===== config.mk =====
export PLATFORM = sky130hd
export DESIGN_NAME = sync_tx_arbiter
export DESIGN_NICKNAME = d
export VERILOG_FILES = /design/src/rtl/sync_tx_arb_pkg.sv /design/src/rtl/sync_tx_rr_pick.sv /design/src/rtl/sync_tx_arbiter.sv
export SDC_FILE = /design/constraint.sdc
export NUM_CORES = 1
export LEC_CHECK = 0
export CAP_MARGIN = 20
export CORE_UTILIZATION = 45
export DETAILED_ROUTE_END_ITERATION = 16
export PLACE_DENSITY = 0.88
export SLEW_MARGIN = 30
export SYNTH_ARGS = -nofsm -noshare
export SYNTH_HDL_FRONTEND = slang
export SYNTH_SLANG_ARGS = --single-unit

===== constraint.sdc =====
create_clock -name clk_i -period 6 [get_ports clk_i]
set_input_delay 1.5 -clock clk_i [delete_from_list [all_inputs] [get_ports clk_i]]
set_output_delay 1.5 -clock clk_i [all_outputs]
set_load 0.01 [all_outputs]

===== src/rtl/sync_tx_arb_pkg.sv =====
// Shared types and sizing helpers for the synchronizer-channel transmit arbiter.
package sync_tx_arb_pkg;

  typedef enum logic [1:0] {
    ST_IDLE = 2'd0,
    ST_HOLD = 2'd1,
    ST_GAP  = 2'd2
  } arb_state_e;

  // Width of a requester index; a single requester still needs one bit.
  function automatic int unsigned idx_w(input int unsigned n);
    return (n > 1) ? $clog2(n) : 1;
  endfunction

  // Width of the shared HOLD/GAP down-counter.
  function automatic int unsigned cnt_w(input int unsigned hold, input int unsigned gap);
    int unsigned m;
    m = (hold > gap) ? hold : gap;
    return (m > 1) ? $clog2(m) : 1;
  endfunction

endpackage


===== src/rtl/sync_tx_rr_pick.sv =====
// Combinational round-robin picker: one-hot winner and its index, searching from
// last_grant_i+1 upward with wrap-around.
module sync_tx_rr_pick
  import sync_tx_arb_pkg::*;
#(
  parameter int unsigned NUM_REQ = 4,
  localparam int unsigned IDX_W = idx_w(NUM_REQ)
) (
  input  logic [NUM_REQ-1:0] req_valid_i,
  input  logic [IDX_W-1:0]   last_grant_i,
  output logic [NUM_REQ-1:0] onehot_o,
  output logic [IDX_W-1:0]   idx_o
);

  int               pos;
  logic [IDX_W-1:0] pos_idx;

  // Scan from farthest to nearest so the nearest valid requester wins last.
  always_comb begin
    onehot_o = '0;
    idx_o    = '0;
    pos      = 0;
    pos_idx  = '0;
    for (int k = int'(NUM_REQ); k >= 1; k--) begin
      pos = int'(last_grant_i) + k;
      if (pos >= int'(NUM_REQ)) pos = pos - int'(NUM_REQ);
      pos_idx = IDX_W'(pos);
      if (req_valid_i[pos_idx]) begin
        onehot_o          = '0;
        onehot_o[pos_idx] = 1'b1;
        idx_o             = pos_idx;
      end
    end
  end

endmodule


===== src/rtl/sync_tx_arbiter.sv =====
// Round-robin arbiter sharing one bus synchronizer channel among NUM_REQ requesters.
// SYNC_TX_ARB_ACK_EN adds a tx_ack_i 4-phase handshake on top of the timed HOLD/GAP.
module sync_tx_arbiter
  import sync_tx_arb_pkg::*;
#(
  parameter int unsigned NUM_REQ     = 4,
  parameter int unsigned BUS_WIDTH   = 8,
  parameter int unsigned HOLD_CYCLES = 4,
  parameter int unsigned GAP_CYCLES  = 3,
  localparam int unsigned IDX_W = idx_w(NUM_REQ)
) (
  input  logic                         clk_i,
  input  logic                         rst_i,
  input  logic [NUM_REQ-1:0]           req_valid_i,
  input  logic [NUM_REQ*BUS_WIDTH-1:0] req_data_i,
  output logic [NUM_REQ-1:0]           req_ready_o,
  output logic [BUS_WIDTH-1:0]         tx_bus_o,
  output logic                         tx_enable_o,
  output logic [IDX_W-1:0]             grant_id_o,
  output logic                         busy_o
`ifdef SYNC_TX_ARB_ACK_EN
  ,
  input  logic                         tx_ack_i
`endif
);

  localparam int unsigned CNT_W = cnt_w(HOLD_CYCLES, GAP_CYCLES);
  localparam logic [CNT_W-1:0] HOLD_LOAD = CNT_W'(HOLD_CYCLES - 1);
  localparam logic [CNT_W-1:0] GAP_LOAD  = CNT_W'(GAP_CYCLES - 1);
  localparam logic [IDX_W-1:0] LAST_RST  = IDX_W'(NUM_REQ - 1);

  arb_state_e             state_q, state_d;
  logic [CNT_W-1:0]       cnt_q, cnt_d;
  logic [BUS_WIDTH-1:0]   tx_bus_q, tx_bus_d;
  logic                   tx_en_q, tx_en_d;
  logic                   busy_q, busy_d;
  logic [IDX_W-1:0]       grant_q, grant_d;
  logic [IDX_W-1:0]       last_q, last_d;
  logic [NUM_REQ-1:0]     pick_onehot;
  logic [IDX_W-1:0]       pick_idx;
  logic [BUS_WIDTH-1:0]   req_word [NUM_REQ];
  logic                   hold_done, gap_done;

  for (genvar gi = 0; gi < NUM_REQ; gi++) begin : g_word
    assign req_word[gi] = req_data_i[gi*BUS_WIDTH +: BUS_WIDTH];
  end

  sync_tx_rr_pick #(.NUM_REQ(NUM_REQ)) u_pick (
    .req_valid_i  (req_valid_i),
    .last_grant_i (last_q),
    .onehot_o     (pick_onehot),
    .idx_o        (pick_idx)
  );

`ifdef SYNC_TX_ARB_ACK_EN
  logic [1:0] ack_sync_q;
  logic       ack_s;

  // Two-flop synchronizer for the acknowledge level returned from the destination.
  always_ff @(posedge clk_i or posedge rst_i) begin
    if (rst_i) ack_sync_q <= '0;
    else       ack_sync_q <= {ack_sync_q[0], tx_ack_i};
  end

  assign ack_s     = ack_sync_q[1];
  assign hold_done = (cnt_q == '0) && ack_s;
  assign gap_done  = (cnt_q == '0) && !ack_s;
`else
  assign hold_done = (cnt_q == '0);
  assign gap_done  = (cnt_q == '0);
`endif

  // Next-state, counter, data capture; req_ready is the only combinational output.
  always_comb begin
    state_d     = state_q;
    cnt_d       = cnt_q;
    tx_bus_d    = tx_bus_q;
    tx_en_d     = tx_en_q;
    grant_d     = grant_q;
    last_d      = last_q;
    req_ready_o = '0;
    unique case (state_q)
      ST_IDLE: begin
        req_ready_o = rst_i ? '0 : pick_onehot;
        if (|req_valid_i) begin
          state_d  = ST_HOLD;
          cnt_d    = HOLD_LOAD;
          tx_bus_d = req_word[pick_idx];
          tx_en_d  = 1'b1;
          grant_d  = pick_idx;
          last_d   = pick_idx;
        end
      end
      ST_HOLD: begin
        if (hold_done) begin
          state_d = ST_GAP;
          cnt_d   = GAP_LOAD;
          tx_en_d = 1'b0;
        end else if (cnt_q != '0) begin
          cnt_d = cnt_q - 1'b1;
        end
      end
      ST_GAP: begin
        if (gap_done) begin
          state_d = ST_IDLE;
        end else if (cnt_q != '0) begin
          cnt_d = cnt_q - 1'b1;
        end
      end
      default: state_d = ST_IDLE;
    endcase
    busy_d = (state_d != ST_IDLE);
  end

  always_ff @(posedge clk_i or posedge rst_i) begin
    if (rst_i) begin
      state_q  <= ST_IDLE;
      cnt_q    <= '0;
      tx_bus_q <= '0;
      tx_en_q  <= 1'b0;
      busy_q   <= 1'b0;
      grant_q  <= '0;
      last_q   <= LAST_RST;
    end else begin
      state_q  <= state_d;
      cnt_q    <= cnt_d;
      tx_bus_q <= tx_bus_d;
      tx_en_q  <= tx_en_d;
      busy_q   <= busy_d;
      grant_q  <= grant_d;
      last_q   <= last_d;
    end
  end

  assign tx_bus_o    = tx_bus_q;
  assign tx_enable_o = tx_en_q;
  assign grant_id_o  = grant_q;
  assign busy_o      = busy_q;

endmodule


==> out/metrics.cfg <==
[synthesis]
synth_top_cell_by_area = dfrtp_1
synthCells = 220
synth_top_flop_cell = dfrtp_1
post-synth-top-count-cell = nand2_1
synthTopCellsByCount = nand2_1 (38), nor2_1 (27), a21oi_1 (17), mux2i_1 (17), dfrtp_1 (16)
async_flop_share_pct = 100.0
synthTopCellsByArea = dfrtp_1 (22%), mux2i_1 (9.5%), ha_1 (9.1%)
ys_seq_area_share_pct = 25.26
synth_area_per_cell_um2 = 8.150
syn_nets = 271
ys_seq_elements = 18
synth.cell_area_mm2 = 0.001793
synth_warnings = 0
synth_top_area_share_pct = 22.33
synth_edf_count = 0
yosysUniqueCellTypes = 40

[die]
core_mm2 = 0.003744
die_w_um = 65.12
die_area_mm2 = 0.004241
start_util_pct = 47.89
ios = 54
die_height_um = 65.12
rows = 22

[layout]
diodes = 0
stdcell_count = 312
fill_cells = 340
drive_gt1_share_pct = 6.818
areaGrowthSynthToFinish_pct = 28.75
layout.nets = 317

[routing]
drtIter0Drc = 98
viasPerCell = 5.756
totalWireLength_um = 4521
drtAntennaViolNets = 0
drc = 0
avgRoutedWirePerCell_um = 14.49
vias = 1796
first_pass_iters = 4

[clock_network]
cts_root_buffer = clkbuf_8
clock_path_buffers = 2
post-cts-setup-buffers = 0
clock_sinks = 18
cts_tree = done
postCtsHoldBufs = 0
cts_max_level = 1
cts_made_buffers = 3
clk_pin_slew_ns = 0.07
clk_latency_ns = 0.25
ctsResizeCount = 0

[worst_setup_path]
cp-end-kind = primary output
path_class = input pin to primary output
cp_max_fo = 10
reg2reg_depth = 9
start_kind = input pin
r2r_slack_ns = 2.30
required_ns = 4.50
crit_arrival_ns = 4.25

[outcome]
status = complete, no violations

[min_path]
whs_path_depth = 2
holdCritPathClass = flop to flop

[placed_design]
dp_hpwl_um = 3328
placed_cells = 309
gp_congestion = 0.8205
port_buffers = 53

[timing]
rsz0062_at_grt = no
finalCritPeriodShare_pct = 95.86
worstMarginPinSlew_ns = 0.7502
fin_tns_setup_ns = 0
timing.slew.headroom_pct = 49.99
clock.fmax_mhz = 173.9
hold_viol_final = 0
setup_viol = 0
fin_crit_ns = 5.751
maxSlewViolCount = 0
clock_skew_ns = 0.004233

[global_routing]
grt.overflow.total = 0
grt.total_usage_pct = 22.77
grt_max_degree = 27
first_global_vias = 1672
antenna_found_initial = 0
grt_pass1_wl_um = 7500

[power_and_ir_drop]
p_leak_nw = 0.9967
ir_drop_v = 0.0002842
powerDensity_mw_per_mm2 = 560.9

[run]
drv_cap = 0

[power by group]
group	internal, mW	switching (mW)	leakage [nW]	total, mW
clock network	0.0446	0.0404	0.0216	0.0850
logic	0.431	0.510	0.770	0.941
registers	0.193	0.0755	0.205	0.269
total	0.669	0.626	0.997	1.29
[cell usage in the layout, fill, tap and decap left out, types with 2 or more instances in the layout]
cell,netlist,routed
buf_4,3,2
a22oi_1,5,5
a21oi_1,17,17
a21o_1,2,2
a311oi_1,7,7
and2_1,2,2
clkbuf_8,2,3
or2_2,2,2
clkdlybuf4s50_1,0,53
inv_1,9,9
nand2_1,38,38
mux4_2,2,2
o21ai_0,15,15
nor2_1,27,27
o211ai_1,2,2
and3_1,8,8
a211oi_1,2,2
nand2b_1,2,2
ha_1,13,13
dfrtp_1,16,16
mux2i_1,17,17
nand3_1,2,2
dfstp_2,2,2
[sequential cells by signal, indices dropped and copies added, names as in the netlist]
register / cells
cnt_q: 2
tx_bus_o: 8
busy_o: 1
grant_id_o: 2
last_q: 2
state_q: 2
tx_enable_o: 1
[worst max-delay path: stages]
cell,delay (ns)
clkdlybuf4s50_1,0.57
mux4_2,0.64
a211oi_1,0.45
a22oi_1,0.14
o21ai_0,0.22
mux2i_1,0.11
nor2_1,0.09
clkdlybuf4s50_1,0.53
[worst paths after layout]
check / endpoint / start
max: req_ready_o[3] / req_valid_i[3]
min: grant_id_o[0]$_DFFE_PP0P_ / grant_id_o[0]$_DFFE_PP0P_
max reg2reg: tx_bus_o[7]$_DFFE_PP0P_ / last_q[0]$_DFFE_PP1P_
min reg2reg: grant_id_o[0]$_DFFE_PP0P_ / grant_id_o[0]$_DFFE_PP0P_
max in group asynchronous: last_q[0]$_DFFE_PP1P_ / rst_i
min in group asynchronous: grant_id_o[1]$_DFFE_PP0P_ / rst_i
[per-layer routing]
| metal | up-vias | track usage, % | part of all wire, % |
|---|---|---|---|
| li1 | 869 | - | - |
| met2 | 68 | 41.41 | 51 |
| met4 | 0 | 7.065 | 1.5 |
| met3 | 8 | 2.083 | 4.8 |
| met5 | - | 0 | 0 |
| met1 | 851 | 28.24 | 42 |
[logic make-up after synthesis]
logic type               share of synthesized area [%]
AO/OA/AOI/OAI                                    22.54
adder cells (fa/ha/maj)                          9.072
buffers and inverters                            9.700
flip-flops                                       25.26
multiplexers                                     12.84
AND/OR/NAND/NOR                                  20.59
[per-stage QoR]
| stage | setup slack [ns] | hold WS [ns] | cell area (µm²) | util [%] | power [mW] |
|---|---|---|---|---|---|
| floorplan | 1.474 | 0.5162 | 1793 | - | 0.9853 |
| global placement | 0.4593 | 0.4772 | 2262 | 60.43 | 1.169 |
| detailed placement | 0.3232 | 0.4860 | 2267 | 60.56 | 1.204 |
| CTS | 0.3108 | 0.5057 | 2308 | 61.66 | 1.293 |
| global route | 0.09228 | 0.5407 | 2308 | 61.66 | 1.413 |
| finish | 0.2486 | 0.5211 | 2308 | 61.66 | 1.295 |
[cell type report]
type	count	area, µm²	area share (%)
multi-input cells	178	1171	50.73
repair buffers	55	545.5	23.63
flip-flops and latches	18	452.9	19.62
well taps	48	60.06	2.602
clock buffers	3	41.29	1.789
inverters	10	37.54	1.626
Power figures use the tool's default switching activity.
